[src/rtl/seq_multiplier_32bit_pkg.sv]
// Shared definitions for the sequential shift-add multiplier: widths, iteration
// count and the FSM state encoding.
package seq_multiplier_32bit_pkg;

    localparam int WIDTH      = 32;
    localparam int ITER_COUNT = 32;
    localparam int CNT_W      = 5;

    typedef enum logic [1:0] {
        ST_IDLE = 2'b00,
        ST_RUN  = 2'b01,
        ST_DONE = 2'b10
    } mult_state_e;

endpackage

[src/rtl/adder_32bit.sv]
// Plain 32-bit ripple adder with carry in/out, used for the multiplier's
// per-iteration partial-sum add.
module adder_32bit (
    input  logic [31:0] a,
    input  logic [31:0] b,
    input  logic        carry_in,
    output logic [31:0] sum,
    output logic        carry_out
);

    assign {carry_out, sum} = {1'b0, a} + {1'b0, b} + {32'b0, carry_in};

endmodule

[src/rtl/seq_multiplier_32bit.sv]
// 32x32 -> 64-bit sequential shift-add multiplier, one multiplier bit per cycle.
// Define MULT_SIGNED_EN for two's-complement operands (sign-magnitude with final negate).
module seq_multiplier_32bit
    import seq_multiplier_32bit_pkg::*;
#(
    parameter int WIDTH = seq_multiplier_32bit_pkg::WIDTH
) (
    input  logic             clock,
    input  logic             reset_n,
    input  logic             start,
    input  logic [WIDTH-1:0] value1,
    input  logic [WIDTH-1:0] value2,
    output logic             busy,
    output logic             done,
    output logic [WIDTH-1:0] result,
    output logic [WIDTH-1:0] result_hi,
    output logic [1:0]       state_dbg
);

    // Handshake: start is sampled on every rising edge but only accepted in
    // IDLE or DONE; done is a one-cycle pulse with result/result_hi valid.

    mult_state_e        state_q;
    logic [WIDTH-1:0]   mcand_q;
    logic [WIDTH-1:0]   mplier_q;
    logic [2*WIDTH-1:0] acc_q;
    logic [CNT_W-1:0]   cnt_q;

    logic               accept;
    logic               last_iter;
    logic [WIDTH-1:0]   addend;
    logic [WIDTH-1:0]   psum;
    logic               pcarry;
    logic [2*WIDTH-1:0] acc_next;
    logic [2*WIDTH-1:0] product;
    logic [WIDTH-1:0]   mcand_load;
    logic [WIDTH-1:0]   mplier_load;

    assign accept    = start && (state_q == ST_IDLE || state_q == ST_DONE);
    assign last_iter = (cnt_q == CNT_W'(ITER_COUNT - 1));
    assign addend    = mplier_q[0] ? mcand_q : '0;
    assign state_dbg = state_q;

    adder_32bit u_adder (
        .a         (acc_q[2*WIDTH-1:WIDTH]),
        .b         (addend),
        .carry_in  (1'b0),
        .sum       (psum),
        .carry_out (pcarry)
    );

    // Add into the upper half, then shift the whole accumulator right by one.
    assign acc_next = {pcarry, psum, acc_q[WIDTH-1:1]};

`ifdef MULT_SIGNED_EN
    logic sign_q;

    assign mcand_load  = value1[WIDTH-1] ? (WIDTH'(0) - value1) : value1;
    assign mplier_load = value2[WIDTH-1] ? (WIDTH'(0) - value2) : value2;
    assign product     = sign_q ? ((2*WIDTH)'(0) - acc_next) : acc_next;

    always_ff @(posedge clock or negedge reset_n) begin
        if (!reset_n) begin
            sign_q <= 1'b0;
        end else if (accept) begin
            sign_q <= value1[WIDTH-1] ^ value2[WIDTH-1];
        end
    end
`else
    assign mcand_load  = value1;
    assign mplier_load = value2;
    assign product     = acc_next;
`endif

    always_ff @(posedge clock or negedge reset_n) begin
        if (!reset_n) begin
            state_q   <= ST_IDLE;
            mcand_q   <= '0;
            mplier_q  <= '0;
            acc_q     <= '0;
            cnt_q     <= '0;
            busy      <= 1'b0;
            done      <= 1'b0;
            result    <= '0;
            result_hi <= '0;
        end else if (accept) begin
            state_q  <= ST_RUN;
            mcand_q  <= mcand_load;
            mplier_q <= mplier_load;
            acc_q    <= '0;
            cnt_q    <= '0;
            busy     <= 1'b1;
            done     <= 1'b0;
        end else begin
            case (state_q)
                ST_IDLE: begin
                    busy <= 1'b0;
                    done <= 1'b0;
                end
                ST_RUN: begin
                    acc_q    <= acc_next;
                    mplier_q <= mplier_q >> 1;
                    cnt_q    <= cnt_q + CNT_W'(1);
                    if (last_iter) begin
                        state_q   <= ST_DONE;
                        busy      <= 1'b0;
                        done      <= 1'b1;
                        result    <= product[WIDTH-1:0];
                        result_hi <= product[2*WIDTH-1:WIDTH];
                    end
                end
                ST_DONE: begin
                    state_q <= ST_IDLE;
                    done    <= 1'b0;
                end
                default: begin
                    state_q <= ST_IDLE;
                    busy    <= 1'b0;
                    done    <= 1'b0;
                end
            endcase
        end
    end

endmodule

[config.mk]
export PLATFORM = sky130hd
export DESIGN_NAME = seq_multiplier_32bit
export DESIGN_NICKNAME = d
export VERILOG_FILES = /design/src/rtl/seq_multiplier_32bit_pkg.sv /design/src/rtl/adder_32bit.sv /design/src/rtl/seq_multiplier_32bit.sv
export SDC_FILE = /design/constraint.sdc
export NUM_CORES = 1
export LEC_CHECK = 0
export ABC_AREA = 1
export CORE_ASPECT_RATIO = 0.8
export CORE_UTILIZATION = 35
export DETAILED_ROUTE_END_ITERATION = 10
export PLACE_DENSITY_LB_ADDON = 0.1
export RECOVER_POWER = 25
export REMOVE_ABC_BUFFERS = 1
export SLEW_MARGIN = 30
export SYNTH_ARGS = -nofsm -noshare
export SYNTH_HDL_FRONTEND = slang
export SYNTH_SLANG_ARGS = --single-unit
[constraint.sdc]
create_clock -name clock -period 2.6 [get_ports clock]
set_clock_uncertainty 0.15 [all_clocks]
set_input_delay 0.26 -clock clock [delete_from_list [all_inputs] [get_ports clock]]
set_output_delay 0.26 -clock clock [all_outputs]
set_load 0.02 [all_outputs]
After elaboration in Yosys (flattened, before gate mapping)
Index checks and enable logic that the tools add are counted.
{ "totals": {"ff_bits": 201, "input_bits": 67, "out_inout_bits": 68, "wordCells": 41} }
{ "classes": {"add_sub_neg": 2, "n_eq_ne": 6, "n_mux": 16, "bitwise": 1, "n_reduce_logical": 7} }
{ "ops": {"columns": ["operator", "n"], "rows": [
  ["64-bit 2-to-1 mux", 2],
  ["32-bit 2-to-1 mux", 3],
  ["32-bit by 32-bit adder with 33-bit output", 1],
  ["5-bit 2-to-1 mux", 2],
  ["5-bit by 1-bit adder with 5-bit output, second input constant", 1],
  ["5-bit equality test, second input constant", 1],
  ["1-bit 2-to-1 mux", 5],
  ["2-bit 2-to-1 mux", 2],
  ["2-bit inequality test, second input constant", 2],
  ["2-bit case mux with 2 select lines", 1],
  ["2-bit AND reduction", 2],
  ["3-bit inequality test, second input constant", 1],
  ["3-bit AND reduction", 1],
  ["2-bit by 1-bit equality test with 1-bit output, second input constant", 1],
  ["2-bit equality test, second input constant", 1],
  ["2-bit logical NOT", 1],
  ["1-bit case mux with 2 select lines", 1],
  ["2-bit nonzero test", 1],
  ["1-bit logical AND", 1],
  ["1-bit logical OR", 1],
  ["1-bit NOT", 1]
]} }

Longest topological paths before layout
{ "depth": {"depth_word": 5, "ltp_mapped": 17} }

Cells and area by module
A second synthesis with hierarchy kept.
{ "unflattened": {"cells_unflattened": 1437, "hier_area_um2": 10520.1} }
{ "by_module_without_submodules": {"columns": ["mod", "n_inst", "cells_each", "area_each_um2", "seq_area_each_um2"], "rows": [
  ["seq_multiplier_32bit", 1, 932, 8126.5, 5004.8],
  ["adder_32bit", 1, 505, 2393.5, 0.0]
]} }

Worst setup path after synthesis
OpenSTA, ideal clock, no wires.
{ "synth_path": {"path_type": "register to register", "startpoint": "register mplier_q[0]", "endpoint": "register acc_q[63]", "setup_time_ns": 0.116, "arrival_time_ns": 1.994, "slack_ns": 0.339, "stages_incl_launch_ff": 14, "n_path_buf": 2, "period_less_slack_ns": 2.261, "cell_sequence": "dfrtp_1 clkbuf_1 clkbuf_1 nand2_1 inv_1 fa_1 nand3_1 nand3_1 a21oi_1 o21ai_1 nand2_1 nand2_1 nand2_1 nand2_1"} }
{ "synth_between": {"elab_chain_len": 4} }
{ "synth_lines": {"columns": ["item", "line", "text"], "rows": [
  ["start: declaration", "seq_multiplier_32bit.sv:25", "logic [WIDTH-1:0] mplier_q;"],
  ["start signal: assignment", "seq_multiplier_32bit.sv:89", "mplier_q <= mplier_load;"],
  ["start signal: assignment", "seq_multiplier_32bit.sv:102", "mplier_q <= mplier_q >> 1;"],
  ["32-bit 2-to-1 mux", "seq_multiplier_32bit.sv:41", "assign addend = mplier_q[0] ? mcand_q : '0;"],
  ["32-bit by 32-bit adder with 33-bit output", "adder_32bit.sv:11", "assign {carry_out, sum} = {1'b0, a} + {1'b0, b} + {32'b0, carry_in};"],
  ["64-bit 2-to-1 mux", "seq_multiplier_32bit.sv:95", "case (state_q)"],
  ["64-bit 2-to-1 mux", "seq_multiplier_32bit.sv:86", "end else if (accept) begin"],
  ["end signal: assignment", "seq_multiplier_32bit.sv:101", "acc_q <= acc_next;"],
  ["end: declaration", "seq_multiplier_32bit.sv:26", "logic [2*WIDTH-1:0] acc_q;"]
]} }
No other way between the ends. The select of a mux whose other input is x is not followed.
A chain may end at the register's enable or synchronous reset.

Worst setup path after layout
{ "layout_path": {"startpoint": "register mplier_q[0]", "endpoint": "register result_hi[30]"} }
{ "layout_between": {"elab_chain_len": 2} }
{ "layout_lines": {"columns": ["item", "line", "text"], "rows": [
  ["32-bit 2-to-1 mux", "seq_multiplier_32bit.sv:41", null],
  ["32-bit by 32-bit adder with 33-bit output", "adder_32bit.sv:11", null],
  ["end signal: assignment", "seq_multiplier_32bit.sv:109", "result_hi <= product[2*WIDTH-1:WIDTH];"],
  ["end: declaration", "seq_multiplier_32bit.sv:16", "output logic [WIDTH-1:0] result_hi,"]
]} }
No other way between the ends.

==> results.json <==
{
  "p_leak_nw": 6.92,
  "fin_cells": 1898,
  "worst_setup_path_end_kind": "flop",
  "yosysUniqueCellTypes": 35,
  "areaGrowthSynthToFinish_pct": 26.1,
  "synth_top_area_frac": 0.484,
  "cp_cell_sequence": "buf_4 -> nand2_1 -> inv_1 -> ha_2 -> nand2_1 -> inv_1 -> nand2_1 -> nor3_1 -> nand2_1 -> nand2_4 -> nand2_2 -> nand2_1 -> nand2_1 -> nand3_1 -> nand2_1",
  "placed_cells": 1862,
  "core-area_sq_mm": 0.0286,
  "relSlewSlack": 0.149,
  "boundaryPins": 135,
  "die_area_sq_mm": 0.0302,
  "crit_path_start_kind": "flop",
  "hold_viol_final": 0,
  "grtUsageTotal": 0.193,
  "cp.required_ns": 2.78,
  "final_area_sq_mm": 0.0130,
  "cts_buffer_depth": 2,
  "viasPerCell": 4.60,
  "synthCells": 1369,
  "fp-row-count": 55,
  "path_common_cell": "nand2_1",
  "setup_viol": 0,
  "cts_tree": "built",
  "grt_overflow_total": 0,
  "multi_input_area_sq_mm": 0.00441,
  "avgRoutedWirePerCell_um": 14.7,
  "cts_root_buf": "clkbuf_16",
  "register_area_sq_mm": 0.00501,
  "final_common_cell": "nand2_1",
  "cts_max_level": 4,
  "cts.sinks": 200,
  "grt_start_max_net_pins": 110,
  "grt_pass1_vias": 8477,
  "status": "finished clean",
  "drtIter0Drc": 449,
  "cts_made_buffers": 17,
  "synth_area_sq_mm": 0.0103,
  "place_congestion": 0.984,
  "fin_crit_ns": 2.49,
  "grt_antenna_before_repair": 0,
  "ant_nets": 0,
  "dr.pass1.iters": 5,
  "totalWireLength_um": 27900,
  "dr_total_vias": 8728,
  "yosysWarnings": 0,
  "port_buffers": 134,
  "seq_area_frac_synth": 0.484,
  "fp.dieH_um": 156,
  "cpPeakStageDelay_ns": 0.50,
  "synthTopCellsByArea": "dfrtp_1, nand2_1, inv_1",
  "maxSlewViolCount": 0,
  "max_freq_ghz": 0.402,
  "powerDensity_mw_per_mm2": 1200,
  "cp_data_arrival_time_ns": 2.67,
  "clk_pin_slew_ns": 0.07,
  "synth_top_area_cell": "dfrtp_1",
  "clk-insertion-delay-late_ns": 0.44,
  "start_util": 0.361,
  "num_antenna_cells": 0,
  "peakVddDrop_mv": 0.588,
  "path_max_fanout": 7,
  "dp_hpwl_um": 20400,
  "fillers": 2936,
  "final_nets": 1618,
  "finalCritPeriodShare": 0.956,
  "synth-seq-cells": 200,
  "rsz0062_at_grt": "true",
  "whs_ns": 0.203,
  "cp_num_buf_inv": 3,
  "critPathKind": "reg2reg",
  "placed_cell_area_sq_mm": 0.0123,
  "drc_errors": 0,
  "layout_common_cells": "nand2_1, inv_1, dfrtp_1, clkdlybuf4s50_1, o21ai_0",
  "crit_path_top_delay_cell": "dfrtp_2",
  "cp_top_family": "simple AND/OR/NAND/NOR gates",
  "drv_cap": 0,
  "die_w_um": 194,
  "hp-class": "in2reg",
  "syn_area_per_cell_sq_um": 7.55,
  "drive_gt1_frac": 0.0942,
  "grt_pass1_wl_um": 45900,
  "worst_pin_slew_ns": 1.28
}
-- metrics by stage --
step	worst slack, ns	power, W	TNS, ns	util
after floorplan	-0.274	0.00987	-20.13	-
after global placement	-0.0848	0.0126	-0.364	0.430
after detailed placement	-0.111	0.0127	-0.867	0.430
after CTS	0.0101	0.0155	0	0.451
after global routing	-0.0322	0.0171	-0.170	0.456
final	0.114	0.0156	0	0.456
-- flip-flops by register name, indices dropped and copies added, names as in the netlist --
register and flops:
acc_q 63, mcand_q 32, mplier_q 32, result 32, result_hi 32, cnt_q 5, state_dbg 2, busy 1
done 1
-- routing by layer --
metal | vias up | wire, um | part of all wire | track usage
li1 | 4537 | - | - | -
met1 | 4030 | 15400 | 0.55 | 0.306
met2 | 146 | 11100 | 0.40 | 0.270
met3 | 15 | 1040 | 0.037 | 0.0316
met4 | 0 | 261 | 0.0094 | 0.0450
met5 | - | 0 | 0 | 0
-- cell usage after synthesis --
| cell | count |
|---|---|
| nor2_2 | 6 |
| buf_2 | 19 |
| nand4_1 | 2 |
| nor3_1 | 3 |
| buf_6 | 1 |
| nand3_2 | 3 |
| o21bai_1 | 1 |
| a21o_1 | 1 |
| o22ai_1 | 31 |
| dfrtp_1 | 200 |
| buf_4 | 2 |
| nand3b_1 | 3 |
| clkbuf_1 | 25 |
| nor2_1 | 42 |
| nand2_1 | 500 |
| nand3b_2 | 1 |
| inv_1 | 223 |
| nor2_4 | 2 |
| a21oi_1 | 23 |
| nand2_2 | 16 |
| a22o_1 | 2 |
| nand3_1 | 50 |
| nor3_2 | 2 |
| a21oi_2 | 1 |
| o21ai_1 | 36 |
| o211ai_1 | 2 |
| xor2_1 | 4 |
| xnor2_1 | 10 |
| and2_1 | 1 |
| inv_2 | 5 |
| fa_1 | 1 |
| buf_1 | 2 |
| o21ai_0 | 113 |
| o221ai_1 | 2 |
| ha_1 | 34 |
-- tightest hold or removal path: cells and delay by family --
kind / cells / cell delay (ns)
buf+inv: 1 / 0.39
simple gates: 2 / 0.10
-- logic make-up (layout without fill, tap and decap cells) --
family                     Yosys count  in the layout  share of synthesized area
xor gates and xnor gates            14             14                     0.0119
DFF                                200            200                      0.484
buffers and inverters              277            436                      0.104
and+or+nand+nor                    631            631                      0.248
AOI/OAI and AO/OA                  212            212                      0.109
adders and majority gates           35             35                     0.0431
-- worst paths after layout --
check / start / endpoint / slack, ns / cells past startpoint
min in group asynchronous: reset_n / result[3]$_DFFE_PN0P_ / 0.47 / 2
max: mplier_q[0]$_DFFE_PN0P_ / result_hi[30]$_DFFE_PN0P_ / 0.11 / 15
min: value1[11] / mcand_q[11]$_DFFE_PN0P_ / 0.20 / 3
min reg2reg: result_hi[20]$_DFFE_PN0P_ / result_hi[20]$_DFFE_PN0P_ / 0.33 / 2
max reg2reg: mplier_q[0]$_DFFE_PN0P_ / result_hi[30]$_DFFE_PN0P_ / 0.11 / 15
max in group asynchronous: reset_n / mplier_q[0]$_DFFE_PN0P_ / 0.47 / 3
-- where the power goes --
group | internal [W] | switching (W) | total (W) | leakage (nW)
clock network | 0.00148 | 0.00119 | 0.00267 | 0.280
registers | 0.00434 | 0.000648 | 0.00499 | 2.42
logic | 0.00314 | 0.00483 | 0.00797 | 4.22
total | 0.00896 | 0.00667 | 0.0156 | 6.92
-- area by class of cell --
class,instances,area share
sequential,200,0.384
multi-input combinational,892,0.338
timing repair buffer,177,0.133
inverter,228,0.0657
clock buffer,23,0.0359
tap,370,0.0355
clock inverter,8,0.00873
-- what timing repair did --
item,CTS,global route
pin swaps,0,1
gates cloned,0,0
hold buffers,1,0
buffers inserted,3,1
resized for setup,2,41
endpoints found under the hold margin,200,0
endpoints found under the setup margin,25,39
(Power assumes the default switching activity.)
